## src/rtl/registers.sv

```systemverilog
`default_nettype none
// ============================================================================
//  Module      : registers
//  Description : Bank of eight DATA_W-bit registers with one synchronous
//                write port and one combinational, enable-gated read port.
//                Every register is also exposed continuously on r0..r7.
//
//  Ports
//    clk       in   1       single clock, all updates on rising edge
//    rst_n     in   1       synchronous active-low reset, clears R0..R7
//    s_in      in   3       write register select
//    s_out     in   3       read register select
//    d_in      in   DATA_W  write data
//    write_en  in   1       active-high write enable
//    out_en    in   1       active-high read enable (d_out = 0 when low)
//    d_out     out  DATA_W  contents of R[s_out] when out_en, else zero
//    r0..r7    out  DATA_W  continuous view of R0..R7
//
//  Revision    : 1.0 - initial release
// ============================================================================
module registers #(
    parameter int DATA_W = 8
) (
    input  logic              clk,
    input  logic              rst_n,
    input  logic [2:0]        s_in,
    input  logic [2:0]        s_out,
    input  logic [DATA_W-1:0] d_in,
    input  logic              write_en,
    input  logic              out_en,
    output logic [DATA_W-1:0] d_out,
    output logic [DATA_W-1:0] r0,
    output logic [DATA_W-1:0] r1,
    output logic [DATA_W-1:0] r2,
    output logic [DATA_W-1:0] r3,
    output logic [DATA_W-1:0] r4,
    output logic [DATA_W-1:0] r5,
    output logic [DATA_W-1:0] r6,
    output logic [DATA_W-1:0] r7
);

    // Register count is tied to the 3-bit selects, so it is not a parameter.
    localparam int C_NUM_REGS = 8;

    logic [DATA_W-1:0] r_regs [C_NUM_REGS];

    // Reset takes priority over a write in the same cycle.
    always_ff @(posedge clk) begin
        if (!rst_n) begin
            for (int i = 0; i < C_NUM_REGS; i++) begin
                r_regs[i] <= '0;
            end
        end else if (write_en) begin
            r_regs[s_in] <= d_in;
        end
    end

    // Read path is taken from the register outputs only: no bypass of d_in,
    // so a same-cycle write becomes visible just after the edge.
    assign d_out = out_en ? r_regs[s_out] : '0;

    assign r0 = r_regs[0];
    assign r1 = r_regs[1];
    assign r2 = r_regs[2];
    assign r3 = r_regs[3];
    assign r4 = r_regs[4];
    assign r5 = r_regs[5];
    assign r6 = r_regs[6];
    assign r7 = r_regs[7];

endmodule
`default_nettype wire

```

## config.mk

```make
export PLATFORM = sky130hd
export DESIGN_NAME = registers
export DESIGN_NICKNAME = d
export VERILOG_FILES = /design/src/rtl/registers.sv
export SDC_FILE = /design/constraint.sdc
export NUM_CORES = 1
export LEC_CHECK = 0
export CAP_MARGIN = 20
export CORE_ASPECT_RATIO = 0.5
export CORE_MARGIN = 1
export CORE_UTILIZATION = 45
export DETAILED_ROUTE_END_ITERATION = 16
export PLACE_DENSITY = 0.77
export SLEW_MARGIN = 25
export SYNTH_ARGS = -nofsm -noshare
export SYNTH_HDL_FRONTEND = slang
export SYNTH_SLANG_ARGS = --single-unit
```

## constraint.sdc

```tcl
create_clock -name clk -period 2 [get_ports clk]
set_input_delay 0.2 -clock clk [delete_from_list [all_inputs] [get_ports clk]]
set_output_delay 0.2 -clock clk [all_outputs]
set_load 0.01 [all_outputs]
```

==> results of run 1 <==
-- synthesized netlist by cell type --
master and number:
and2_1 64, buf_2 3, nand3b_1 1, mux4_2 8, edfxtp_1 64, mux2i_1 8
nor2_1 14, buf_4 1, nand2_1 1, inv_1 1, mux4_1 8, o21ai_0 6
buf_6 1, buf_12 1, nor3_2 2, nand2b_1 4, nand3_1 1
-- cell type report --
type / count / share of cell area, %
clock buffers: 14 / 5.45
clock inverters: 1 / 0.112
inverters: 1 / 0.0838
multi-input cells: 117 / 22.7
flip-flops and latches: 64 / 42.9
well taps: 88 / 2.46
repair buffers: 121 / 26.3
-- cell families after synthesis --
group           count (synthesis)  share of synthesized area [%]
flops                          64                           64.2
mux                            24                           15.7
simple gates                   87                           17.2
buf+inv                         7                           1.92
compound gates                  6                           1.00
-- cells in the final DEF, fill, tap and decap left out, drive strengths merged, types with 2 or more instances in the layout --
master         netlist  layout
mux4                16      16
nor3                 2       2
o21ai                6       6
edfxtp              64      64
clkbuf               0      14
clkdlybuf4s50        0      79
dlygate4sd2          0       8
clkdlybuf4s15        0       2
mux2i                8       8
nand2b               4       4
and2                64      64
nor2                14      14
buf                  6      32
-- timing repair --
item	in CTS	in global routing
setup endpoints to repair	8	6
hold buffers	0	0
resized for setup	13	3
pin swaps	0	0
cloned	1	0
buffers inserted	0	9
-- metal layers --
layer  global-route usage [%]  up-vias
li1                         -      954
met1                     30.2     1065
met2                     41.6       93
met3                     5.82       15
met4                     9.09        0
met5                        0        -
-- power breakdown --
group          internal, mW  leakage (nW)  total [mW]  switching (mW)
Combinational         0.306         0.973       0.536           0.231
Clock                 0.829         0.121        1.32           0.494
Sequential             1.57         0.613        1.62          0.0489
Total                  2.70          1.71        3.47           0.774
-- path summary, 6_finish.rpt --
check / cells after the start / slack [ns] / end
min: 2 / 0.73 / r_regs[2][3]
max: 4 / -0.04 / d_out[6]
-- through the flow --
step	TNS (ns)	instance area [um2]	power [mW]	std cells	util, %
floorplan	0	2990	1.83	188	-
global placement	-2.73	4140	2.14	381	66.5
detailed placement	-2.75	4140	2.15	381	66.5
CTS	0	4410	3.46	397	70.8
global route	-0.0499	4480	3.57	406	71.9
finish	-0.0426	4480	3.47	406	71.9
-- worst max-delay path, stage by stage, from the launching register on --
cell and delay (ns):
edfxtp_1 0.41, mux4_1 0.54, mux2i_1 0.20, nor2_1 0.07
dlygate4sd2_1 0.30
==> results.toml, run 1 <==
[clocking]
clk_pin_slew_ns = 0.05
htree_levels = 3
cts-root-buf = "clkbuf_16"
cts.path.max_buffers = 2
cts_tree = "built"
cts.sinks = 64
cts_inserted_buffers = 9

[yosys]
synth_area_per_cell_um2 = 15.9
yosysTopAreaCell = "edfxtp_1"
yosys_warnings = 0
synth_top_area_share_pct = 64.2
ys_seq_area_share_pct = 64.2
ys_seq_elements = 64
synth.distinct_cells = 17
netlist_area_mm2 = 0.00299
syn-instance-count = 188
synth.area.top_cells = "edfxtp_1, and2_1, mux4_1, mux4_2, mux2i_1"
synth_fp_nets = 206

[floorplanning]
core_mm2 = 0.00623
dieArea_mm2 = 0.00700
io_pins = 90
rows = 20
initial_core_util_pct = 48.1
die_y_um = 59.7
die_w_um = 117

[routing]
ant_nets = 0
wl_met1_um = 3300
finalWirelength_um = 8280
drtIter0Drc = 171
wl_met3_um = 710
topRoutingLayerUsed = "met4"
drc_errors = 0
dr.pass1.iters = 5
wl_met2_um = 4130
via_per_inst = 5.24
vias = 2127
wire_per_inst_um = 20.4

[setup_path]
path_class = "register to output pin"
crit_path_start = "r_regs[5][6]"
start_kind = "register"
critPathMaxFanout = 2
worstPathArrival_ns = 1.84
worstPathRequired_ns = 1.80
worst_setup_path_end_kind = "output pin"

[global_routing]
grt_max_degree = 10
track_usage_pct = 24.0
grt_pass1_vias = 2126
grt_overflow = 0
grt_pass1_wl_um = 11800
antenna_found_initial = 0

[outcome]
status = "finished with violations"
violations = "setup timing"

[job]
drv_cap = 0

[finish]
final_nets = 332
n_antenna_cell = 0
area_delta_synth_final_pct = 49.6
register_area_mm2 = 0.00192
multiInputGateArea_mm2 = 0.00101
largest_register_ffs = 64
layout-drive-gt1-share_pct = 17.3
n_fill_cell = 374
reg_top3 = "r_regs (64)"
regMostFlops = "r_regs"

[placed_design]
gp_congestion = 0.759
dpl.hpwl_um = 5660
port_buffers = 89
dp_slack_ns = -0.367

[power]
power_leakage_nw = 1.71
vdd.ir_drop.worst_uv = 414
p_per_area_mw_per_mm2 = 776

[sta]
relSlewSlack_pct = 61.3
hold_violations = 0
fin_crit_ns = 2.04
holdWs_ns = 0.727
timing.final.ws_setup_ns = -0.0426
worst_slew_pin_slew_ns = 0.578
fmax_mhz = 490
setup_viol = 1
min_period_over_period_pct = 102
slew_viol_final = 0

[min_path]
hold_path_class = "input port to register"
hp-start = "d_in[3]"
Note: power is estimated with default switching activity, not from simulation.
==> inputs of run 2 (changes only) <==
CAP_MARGIN = not set   (was 20)
==> results of run 2 <==
The final DEF is identical to that of run 1; final timing and power are the same.
